## config.mk

```make
export PLATFORM = sky130hd
export DESIGN_NAME = readout_scheduler_flat
export DESIGN_NICKNAME = d
export VERILOG_FILES = /design/src/rtl/readout_scheduler_pkg.sv /design/src/rtl/readout_scheduler_if.sv /design/src/rtl/readout_scheduler_rr_pick.sv /design/src/rtl/readout_scheduler.sv /design/src/flat_wrapper.sv
export SDC_FILE = /design/constraint.sdc
export NUM_CORES = 1
export LEC_CHECK = 0
export CORE_AREA = 8 8 163 103
export DETAILED_ROUTE_END_ITERATION = 10
export DIE_AREA = 0 0 171 111
export GPL_TIMING_DRIVEN = 0
export HOLD_SLACK_MARGIN = 0.12
export PLACE_DENSITY_LB_ADDON = 0.12
export RECOVER_POWER = 100
export SLEW_MARGIN = 20
export SYNTH_ARGS = -nofsm -noshare
export SYNTH_HDL_FRONTEND = slang
export SYNTH_SLANG_ARGS = --single-unit
```

## constraint.sdc

```tcl
create_clock -name BUS_CLK -period 11.7 [get_ports BUS_CLK]
set_clock_uncertainty 0.15 [all_clocks]
set_input_delay 3.51 -clock BUS_CLK [delete_from_list [all_inputs] [get_ports BUS_CLK]]
set_output_delay 3.51 -clock BUS_CLK [all_outputs]
set_load 0.005 [all_outputs]
```

## src/rtl/readout_scheduler_pkg.sv

```systemverilog
// Shared constants and types for the readout scheduler: default geometry,
// source index map and FSM state encoding.
package readout_scheduler_pkg;

    localparam int unsigned NSRC_DEF  = 5;
    localparam int unsigned DW_DEF    = 32;
    localparam int unsigned BURST_DEF = 16;
    localparam int unsigned CNT_W     = 32;

    localparam int unsigned SRC_TDC = 0;
    localparam int unsigned SRC_FE0 = 1;
    localparam int unsigned SRC_FE1 = 2;
    localparam int unsigned SRC_FE2 = 3;
    localparam int unsigned SRC_FE3 = 4;

    typedef enum logic {
        ST_IDLE  = 1'b0,
        ST_BURST = 1'b1
    } sched_state_e;

    // Width of a source index; never collapses to zero bits.
    function automatic int unsigned idx_w(input int unsigned n);
        return (n > 1) ? $clog2(n) : 1;
    endfunction

endpackage

```

## src/rtl/readout_scheduler_if.sv

```systemverilog
// Source-side / downstream-side bundle of the readout scheduler.
interface readout_scheduler_if
    import readout_scheduler_pkg::*;
#(
    parameter int unsigned NSRC = NSRC_DEF,
    parameter int unsigned DW   = DW_DEF
);
    localparam int unsigned IW = idx_w(NSRC);

    logic [NSRC-1:0]    ENABLE;
    logic [NSRC-1:0]    WRITE_REQ;
    logic [NSRC*DW-1:0] DATA_IN;
    logic [NSRC-1:0]    READ_GRANT;
    logic               READY_OUT;
    logic               WRITE_OUT;
    logic [DW-1:0]      DATA_OUT;
    logic [IW-1:0]      GRANT_ID;
    logic               BUSY;
    logic               CNT_CLR;
    logic [CNT_W-1:0]   WORD_CNT;

    modport master (
        input  ENABLE, WRITE_REQ, DATA_IN, READY_OUT, CNT_CLR,
        output READ_GRANT, WRITE_OUT, DATA_OUT, GRANT_ID, BUSY, WORD_CNT
    );

    modport slave (
        output ENABLE, WRITE_REQ, DATA_IN, READY_OUT, CNT_CLR,
        input  READ_GRANT, WRITE_OUT, DATA_OUT, GRANT_ID, BUSY, WORD_CNT
    );

endinterface

```

## src/rtl/readout_scheduler_rr_pick.sv

```systemverilog
// Rotating priority encoder: first requester after the last-served index wins,
// so the last-served source has the lowest priority.
module readout_scheduler_rr_pick #(
    parameter int unsigned NSRC = 5,
    parameter int unsigned IW   = 3
) (
    input  logic [NSRC-1:0] req_i,
    input  logic [IW-1:0]   last_i,
    output logic            valid_o,
    output logic [IW-1:0]   idx_o
);

    logic [IW-1:0] cand;

    // Walk from farthest to nearest so the nearest requester overwrites.
    always_comb begin
        valid_o = |req_i;
        idx_o   = '0;
        cand    = '0;
        for (int unsigned i = NSRC; i >= 1; i--) begin
            cand = IW'((32'(last_i) + i) % NSRC);
            if (req_i[cand]) idx_o = cand;
        end
    end

endmodule

```

## src/rtl/readout_scheduler.sv

```systemverilog
// Burst round-robin scheduler from per-source FWFT FIFOs into one shared
// downstream FIFO, with enable mask, back-pressure and a forwarded-word counter.
module readout_scheduler
    import readout_scheduler_pkg::*;
#(
    parameter int unsigned NSRC  = NSRC_DEF,
    parameter int unsigned BURST = BURST_DEF,
    parameter int unsigned DW    = DW_DEF
) (
    input logic                BUS_CLK,
    input logic                RSTn,
    readout_scheduler_if.master bus
);

    localparam int unsigned IW = idx_w(NSRC);
    localparam int unsigned CW = $clog2(BURST + 1);

    sched_state_e     state_q, state_d;
    logic [IW-1:0]    gid_q, gid_d;
    logic [CW-1:0]    cnt_q, cnt_d;
    logic             wr_q;
    logic [DW-1:0]    data_q, data_d;
    logic [CNT_W-1:0] wcnt_q, wcnt_d;

    logic [NSRC-1:0]  req_c;
    logic [NSRC-1:0]  grant_c;
    logic             pick_valid_c;
    logic [IW-1:0]    pick_idx_c;
    logic             src_live_c;
    logic             pop_c;

    assign req_c      = bus.WRITE_REQ & bus.ENABLE;
    assign src_live_c = bus.WRITE_REQ[gid_q] & bus.ENABLE[gid_q];
    assign pop_c      = (state_q == ST_BURST) & src_live_c & bus.READY_OUT;

    readout_scheduler_rr_pick #(
        .NSRC (NSRC),
        .IW   (IW)
    ) u_pick (
        .req_i   (req_c),
        .last_i  (gid_q),
        .valid_o (pick_valid_c),
        .idx_o   (pick_idx_c)
    );

    // Next state, grant and burst count; a stall holds the grant without popping.
    always_comb begin
        state_d = state_q;
        gid_d   = gid_q;
        cnt_d   = cnt_q;
        grant_c = '0;
        unique case (state_q)
            ST_IDLE: begin
                if (pick_valid_c) begin
                    state_d = ST_BURST;
                    gid_d   = pick_idx_c;
                    cnt_d   = '0;
                end
            end
            ST_BURST: begin
                if (pop_c) begin
                    grant_c[gid_q] = 1'b1;
                    cnt_d          = cnt_q + CW'(1);
                end
                if (!src_live_c || (pop_c && (cnt_q == CW'(BURST - 1)))) begin
                    state_d = ST_IDLE;
                end
            end
            default: state_d = ST_IDLE;
        endcase
    end

    assign data_d = pop_c ? bus.DATA_IN[32'(gid_q) * DW +: DW] : data_q;
    assign wcnt_d = bus.CNT_CLR ? '0 : (wcnt_q + CNT_W'(wr_q));

    always_ff @(posedge BUS_CLK) begin
        if (!RSTn) begin
            state_q <= ST_IDLE;
            gid_q   <= IW'(NSRC - 1);
            cnt_q   <= '0;
            wr_q    <= 1'b0;
            data_q  <= '0;
            wcnt_q  <= '0;
        end else begin
            state_q <= state_d;
            gid_q   <= gid_d;
            cnt_q   <= cnt_d;
            wr_q    <= |grant_c;
            data_q  <= data_d;
            wcnt_q  <= wcnt_d;
        end
    end

    assign bus.READ_GRANT = grant_c;
    assign bus.WRITE_OUT  = wr_q;
    assign bus.DATA_OUT   = data_q;
    assign bus.GRANT_ID   = gid_q;
    assign bus.BUSY       = (state_q == ST_BURST);
    assign bus.WORD_CNT   = wcnt_q;

endmodule

```

## src/flat_wrapper.sv

```systemverilog
// flat-port wrapper written by rule: the top's interface ports become plain ports
module readout_scheduler_flat import readout_scheduler_pkg::*;
#(
    parameter int unsigned NSRC  = NSRC_DEF,
    parameter int unsigned BURST = BURST_DEF,
    parameter int unsigned DW    = DW_DEF
)
  (BUS_CLK, RSTn, bus_ENABLE, bus_WRITE_REQ, bus_DATA_IN, bus_READY_OUT, bus_CNT_CLR, bus_READ_GRANT, bus_WRITE_OUT, bus_DATA_OUT, bus_GRANT_ID, bus_BUSY, bus_WORD_CNT);
  readout_scheduler_if #(.NSRC(NSRC), .DW(DW)) bus_i ();
  input logic BUS_CLK;
  input logic RSTn;
  input wire logic [$bits(bus_i.ENABLE)-1:0] bus_ENABLE;
  input wire logic [$bits(bus_i.WRITE_REQ)-1:0] bus_WRITE_REQ;
  input wire logic [$bits(bus_i.DATA_IN)-1:0] bus_DATA_IN;
  input wire logic [$bits(bus_i.READY_OUT)-1:0] bus_READY_OUT;
  input wire logic [$bits(bus_i.CNT_CLR)-1:0] bus_CNT_CLR;
  output wire logic [$bits(bus_i.READ_GRANT)-1:0] bus_READ_GRANT;
  output wire logic [$bits(bus_i.WRITE_OUT)-1:0] bus_WRITE_OUT;
  output wire logic [$bits(bus_i.DATA_OUT)-1:0] bus_DATA_OUT;
  output wire logic [$bits(bus_i.GRANT_ID)-1:0] bus_GRANT_ID;
  output wire logic [$bits(bus_i.BUSY)-1:0] bus_BUSY;
  output wire logic [$bits(bus_i.WORD_CNT)-1:0] bus_WORD_CNT;
  assign bus_i.ENABLE = bus_ENABLE;
  assign bus_i.WRITE_REQ = bus_WRITE_REQ;
  assign bus_i.DATA_IN = bus_DATA_IN;
  assign bus_i.READY_OUT = bus_READY_OUT;
  assign bus_i.CNT_CLR = bus_CNT_CLR;
  assign bus_READ_GRANT = bus_i.READ_GRANT;
  assign bus_WRITE_OUT = bus_i.WRITE_OUT;
  assign bus_DATA_OUT = bus_i.DATA_OUT;
  assign bus_GRANT_ID = bus_i.GRANT_ID;
  assign bus_BUSY = bus_i.BUSY;
  assign bus_WORD_CNT = bus_i.WORD_CNT;
  readout_scheduler #(.NSRC(NSRC), .BURST(BURST), .DW(DW)) u_core (.BUS_CLK(BUS_CLK), .RSTn(RSTn), .bus(bus_i));
endmodule
```

# Yosys cells after proc, flatten, opt, wreduce, memory -nomap -nowiden
# Cells that the tools add are included.
op_classes:
  addsub: 7
  multipliers: 0
  div_mod_pow: 5
  order_cmp: 7
  n_eq_ne: 3
  n_shift: 1
  mux: 29
  bitwise: 6
  n_reduce_logical: 9
ops:
  columns: ["op", "count"]
  rows:
  - ["$mod A32 B3 Y32 const B", 5]
  - ["$shiftx A160 B9 Y32", 1]
  - ["$add A32 B1 Y32", 1]
  - ["$lt A3 B4 Y1 const B", 6]
  - ["$bmux W1 S3", 7]
  - ["$mux W5", 4]
  - ["$mux W3", 5]
  - ["$mux W1", 10]
  - ["$pmux W5 S2", 1]
  - ["$reduce_or A5 Y1", 2]
  - ["$add A3 B2 Y4 const B", 2]
  - ["$add A3 B3 Y4 const B", 2]
  - ["$add A5 B1 Y5 const B", 1]
  - ["$and A5 B5 Y5", 1]
  - ["$eq A5 B4 Y1 const B", 1]
  - ["$add A3 B1 Y4 const B", 1]
  - ["$reduce_and A2 Y1", 2]
  - ["$and A1 B1 Y1", 3]
  - ["$demux W1 S3", 1]
  - ["$ge A3 B1 Y1 const B", 1]
  - ["$logic_and A1 B1 Y1", 2]
  - ["$ne A2 B1 Y1 const B", 1]
  - ["$ne A2 B2 Y1 const B", 1]
  - ["$not A1 Y1", 2]
  - ["other kinds (4)", 4]
totals:
  ff_bits: 74
  latchBits: 0
  ramBits: 0
  mem_bits_ro: 0
  out_inout_bits: 74
  elab_cells: 73
  n_memories: 0

# Logic depth before layout (Yosys ltp)
logic_depth:
  word_depth: 9
  ltp_mapped: 17
  mapped_depth_nobuf: 14

# Hierarchy
# Synthesis repeated with hierarchy kept, for this count alone.
hier_totals:
  hier_cells: 793
  area_unflattened_um2: 6436.2
by_module_without_submodules:
  columns: ["module", "n_inst", "cells_each", "area_each_um2", "seq_area_each_um2"]
  rows:
  - ["readout_scheduler", 1, 563, 4669.5, 1481.4]
  - ["readout_scheduler_rr_pick", 1, 230, 1766.7, 0.0]

# Least setup slack after synthesis
# OpenSTA, ideal clock, no wires.
synth_path:
  path_type: "input -> output"
  from: "in bus_ENABLE[0]"
  to: "out bus_READ_GRANT[0]"
  t_arrival_ns: 4.709
  required_ns: 8.040
  slack_ns: 3.331
  stages: 8
  path_buffers: 2
  cell_sequence: "and2_1 > clkbuf_1 > a2bb2oi_1 > o22ai_1 > nand3_1 > nor2_1 > clkbuf_1 > and3_1"
synth_between:
  elab_chain_cells: 7
synth_lines:
  columns: ["item", "line_no", "text"]
  rows:
  - ["from (decl)", "flat_wrapper.sv:12", "input wire logic [$bits(bus_i.ENABLE)-1:0] bus_ENABLE;"]
  - ["$bmux W1 S3", "readout_scheduler.sv:33", "assign src_live_c = bus.WRITE_REQ[gid_q] & bus.ENABLE[gid_q];"]
  - ["$mux W1 (implied by the code)", "readout_scheduler.sv:33", null]
  - ["$and A1 B1 Y1", "readout_scheduler.sv:33", null]
  - ["$and A1 B1 Y1 (2 in a row)", "readout_scheduler.sv:34", "assign pop_c = (state_q == ST_BURST) & src_live_c & bus.READY_OUT;"]
  - ["$mux W5", "readout_scheduler.sv:61", "if (pop_c) begin"]
  - ["$mux W5", "readout_scheduler.sv:52", "unique case (state_q)"]
  - ["to (decl)", "flat_wrapper.sv:17", "output wire logic [$bits(bus_i.READ_GRANT)-1:0] bus_READ_GRANT;"]
# No other way between the ends. The select of a mux whose other input is x is not followed.

# Worst setup path after layout
layout_path:
  from: "in bus_WRITE_REQ[0]"
  to: "out bus_READ_GRANT[1]"
layout_between:
  elab_chain_cells: 7
layout_lines:
  columns: ["item", "line_no", "text"]
  rows:
  - ["from (decl)", "flat_wrapper.sv:13", "input wire logic [$bits(bus_i.WRITE_REQ)-1:0] bus_WRITE_REQ;"]
  - ["$bmux W1 S3", "readout_scheduler.sv:33", null]
  - ["$mux W1 (implied by the code)", "readout_scheduler.sv:33", null]
  - ["$and A1 B1 Y1", "readout_scheduler.sv:33", null]
  - ["$and A1 B1 Y1 (2 in a row)", "readout_scheduler.sv:34", null]
  - ["$mux W5", "readout_scheduler.sv:61", null]
  - ["$mux W5", "readout_scheduler.sv:52", null]
# No other way between the ends. The select of a mux whose other input is x is not followed.

==> run summary <==
After detailed routing, the number of remaining DRC violations is 0. The area enclosed by the die boundary came out at 19000 sq um. The part of the Yosys area used for sequential elements came out at 26.3%. The worst setup path is captured at a primary output. The I/O pin count came out at 248. Setup repair after global routing left no endpoint under its margin. The number of fill cells in the layout is 1235. The largest fanout on the critical path came out at 10. Summing the areas of all compound-gate instances in the mapped netlist gives 22.5% of the synthesized area.

In this run the critical register-to-register path is captured at u_core.bus.GRANT_ID[2]. TritonCTS built the clock tree. The worst reg-to-reg setup slack came out at 5.54 ns. The max-capacitance violation count is 0. The hold violation total from the final report came out at 0. The final setup TNS came out at 0 ns. The placeable core region came out at 14300 sq um. The cell row count came out at 34. The clock sink count came out at 74. The max-slew violation count is 0. The count of unique library cells instantiated by Yosys is 72.

The area of the mapped netlist is 5640 sq um. The number of instances resized during post-cts repair is 0. The detailed-placement wirelength estimate is 18.9 mm. The DRC violation total after the first TritonRoute iteration came out at 760. By area, the combinational part of the netlist is dominated by compound AO/OA/AOI/OAI gates.

The routed length per placed instance came out at 21.3 um. The wire length of the first global-routing pass is 35.1 mm. The area share of and/or/nand/nor cells after synthesis is 19.0%. For this run, the total global-route usage over all layers was measured as 23.4%.

The fraction of power spent switching nets came out at 43.0%. The combinational group share of total power came out at 59.1%. The flow ran to the end, and the final reports show no timing, DRC or antenna violations. The later-pin clock latency in the skew report is 0.34 ns. The overall die height came out at 111 um. The worst register-to-register path begins at u_core.bus.GRANT_ID[0]. The worst pin sits at a relative slew slack of 46.3%. The deepest clock path buffer count came out at 2. The worst setup path is launched from an input pin. The buffers inserted during post-CTS setup optimization came out at 0. The worst path arrival time came out at 6.51 ns.

The destination of the worst hold path is u_core.bus.DATA_OUT[22]. The number of buffers created by CTS came out at 9. The critical path data required time came out at 8.04 ns.

The adder-cell share of the synthesized area is 5.99%. The switching power came out at 573 uW. The sequential standard cell area came out at 1480 sq um.

The instance area after placement is 8350 sq um. The via density per instance is 5.78. The worst-case IR drop observed on VDD is 0.0000756 V. The final cell area excluding filler cells is 8630 sq um.

The path class of the tightest hold or removal check is flip-flop to flip-flop. During placement, the flow inserted port buffers numbering 246. Across all layers, the routed design uses 6256 vias.

For this design the static power due to leakage is 3.74 nW. Summed over all layers, the routed wires come to 23.1 mm. From left edge to right edge, the die measures 171 um.

The average instance in the mapped netlist occupies 9.06 sq um. Across all setup checks in the final design, the least slack found is 1.53 ns. The power density of the placed cells is 154 nW/um^2.

The synthesized design contains 74 register bits. Based on the critical path, the design can be clocked at up to 98.4 MHz. The clock root buffer is sky130_fd_sc_hd__clkbuf_16. The number of standard cells after synthesis came out at 622. The share of total power dissipated in the clock network is 20.0%. For the pin with the worst max-slew slack, the measured transition is 0.805 ns. The area share of xor/xnor cells in the synthesized design is 6.32%. The ratio of final minimum period to clock period came out at 86.9%.

In the post-synthesis netlist, the cell with the most instances is sky130_fd_sc_hd__dfxtp_1. The leading area contributor after synthesis is sky130_fd_sc_hd__dfxtp_1. The hold path depth came out at 1. The initial standard-cell utilization of the core came out at 39.4%. By area the synthesized netlist is led by sky130_fd_sc_hd__dfxtp_1 26%, sky130_fd_sc_hd__mux4_2 13%, sky130_fd_sc_hd__o211a_1 6.4%.

The ratio of cells with drive above 1 in the final layout came out at 7.81%. Routability-driven placement finished with a final weighted congestion of 0.984. The share of total power in sequential cells came out at 20.9%. The layout net count came out at 1080. Yosys mapped a number of flops with a built-in enable equal to 0. The number of optimization iterations in the first detailed-route pass came out at 5. The number of global-route vias before repair came to 6405.

The initial antenna violation count came out at 1. Cell internal power was estimated by the tool at 760 uW. In the synthesized netlist the dominant register cell turns out to be sky130_fd_sc_hd__dfxtp_1. Entering global routing, the biggest net connects 16 pins.

The startpoint of the tightest hold check path is u_core.bus.DATA_OUT[22]. The critical path is of the input pin to primary output type. The cell depth of the worst flop-to-flop path is 17. The H-tree level count came out at 3. In the synthesized netlist, mux cells make up 15.5% of the area. The number of nets produced by synthesis is 823.

The hold-fix buffer count after cts came out at 0. After layout, the minimum clock period comes to 10.17 ns. The proportion of synthesized flip-flops having asynchronous set or reset is 0%. Setup violations remaining at the end of the flow were counted as 0. The total global routing overflow came out at 0. The post-route antenna net violation count is 0. Prior to clock tree synthesis, the placed netlist has a worst setup slack of 1.74 ns. The clock-pin slew on the worst setup and hold paths came out at 0.06 ns. The total area of multi-input combinational cells is 3910 sq um. The growth of design area from synthesis to finish is 53.1%.

The Yosys step of the flow raised 0 warnings. The fraction of synthesized cell area taken by the top area cell type is 26.3%. After synthesis, the most frequently instantiated cells are 74 x sky130_fd_sc_hd__dfxtp_1, 69 x sky130_fd_sc_hd__nand2_1, 50 x sky130_fd_sc_hd__nor2_1.
how the worst max path moves through the flow:
stage,startpoint,endpoint,slack (ns),cells past startpoint
final,bus_WRITE_REQ[0],bus_READ_GRANT[1],1.53,10
after global routing,bus_WRITE_REQ[0],bus_READ_GRANT[2],1.44,10
after CTS,bus_ENABLE[0],bus_READ_GRANT[2],1.73,10
after detailed placement,bus_ENABLE[1],bus_READ_GRANT[2],1.74,9
after global placement,bus_ENABLE[0],bus_READ_GRANT[1],1.77,10
after floorplan,bus_ENABLE[0],bus_READ_GRANT[0],3.33,8
critical path, cell delays in order:
cell and delay (ns):
sky130_fd_sc_hd__dlygate4sd3_1 0.54, sky130_fd_sc_hd__and2_1 0.12, sky130_fd_sc_hd__clkbuf_1 0.26, sky130_fd_sc_hd__a2bb2oi_1 0.11, sky130_fd_sc_hd__o22ai_1 0.18, sky130_fd_sc_hd__nand3_1 0.12
sky130_fd_sc_hd__nor2_1 0.37, sky130_fd_sc_hd__clkbuf_1 0.49, sky130_fd_sc_hd__and3_1 0.24, sky130_fd_sc_hd__dlygate4sd3_1 0.57
final cells by class:
class,count,share of cell area [%]
Clock inverter,7,0.667
Inverter,19,0.826
Multi-Input combinational cell,485,45.3
Tap cell,198,2.87
Clock buffer,9,2.61
Buffer,44,2.04
Antenna cell,1,0.0290
Timing Repair Buffer,246,28.5
Sequential cell,74,17.2
layer usage:
layer  GRT usage [%]  share of wire, %  vias to the layer above
li1                -                 -                     2871
met1            28.8                41                     3006
met2            39.0                47                      345
met3            7.61                10                       34
met4            4.85               1.6                        0
met5               0                 0                        -
power by group through the flow:
stage	Clock (mW)	Combinational, mW	Sequential (mW)
2_1_floorplan	0	0.534	0.280
5_1_grt	0.282	0.845	0.279
3_5_place_dp	0	0.767	0.284
3_3_place_gp	0	0.747	0.284
6_report	0.267	0.788	0.279
4_1_cts	0.270	0.770	0.279
flip-flops by register name, indices dropped and copies added (netlist names):
signal,flops
u_core.bus.BUSY,1
u_core.bus.GRANT_ID,3
u_core.bus.DATA_OUT,32
u_core.cnt_q,5
u_core.bus.WRITE_OUT,1
u_core.bus.WORD_CNT,32
per-stage QoR:
stage	power [mW]	std cells	hold WS [ns]	util (%)
final	1.33	1083	0.347	60.4
after global routing	1.41	1083	0.357	60.4
after CTS	1.32	1082	0.350	60.4
after detailed placement	1.05	1066	0.337	58.4
after global placement	1.03	1066	0.328	58.4
after floorplan	0.814	622	0.322	-
cell usage in the layout (no fill, tap or decap), drive strengths merged, types with 13 or more instances in the layout:
master and n:
clkbuf 45, dfxtp 74, xor2 26, a22oi 33, nand3 25, o211a 36, nor2 50, a21oi 13
mux4 33, inv 23, ha 27, clkdlybuf4s50 170, and3 13, xnor2 13, nand2 69, dlygate4sd3 76
cell families after synthesis:
logic type	after synthesis
AO/OA/AOI/OAI	154
XOR/XNOR	39
adder cells (fa/ha/maj)	27
buffers and inverters	63
flip-flops	74
multiplexers	46
AND/OR/NAND/NOR	219
No activity file was read; power rests on OpenSTA's default activity.
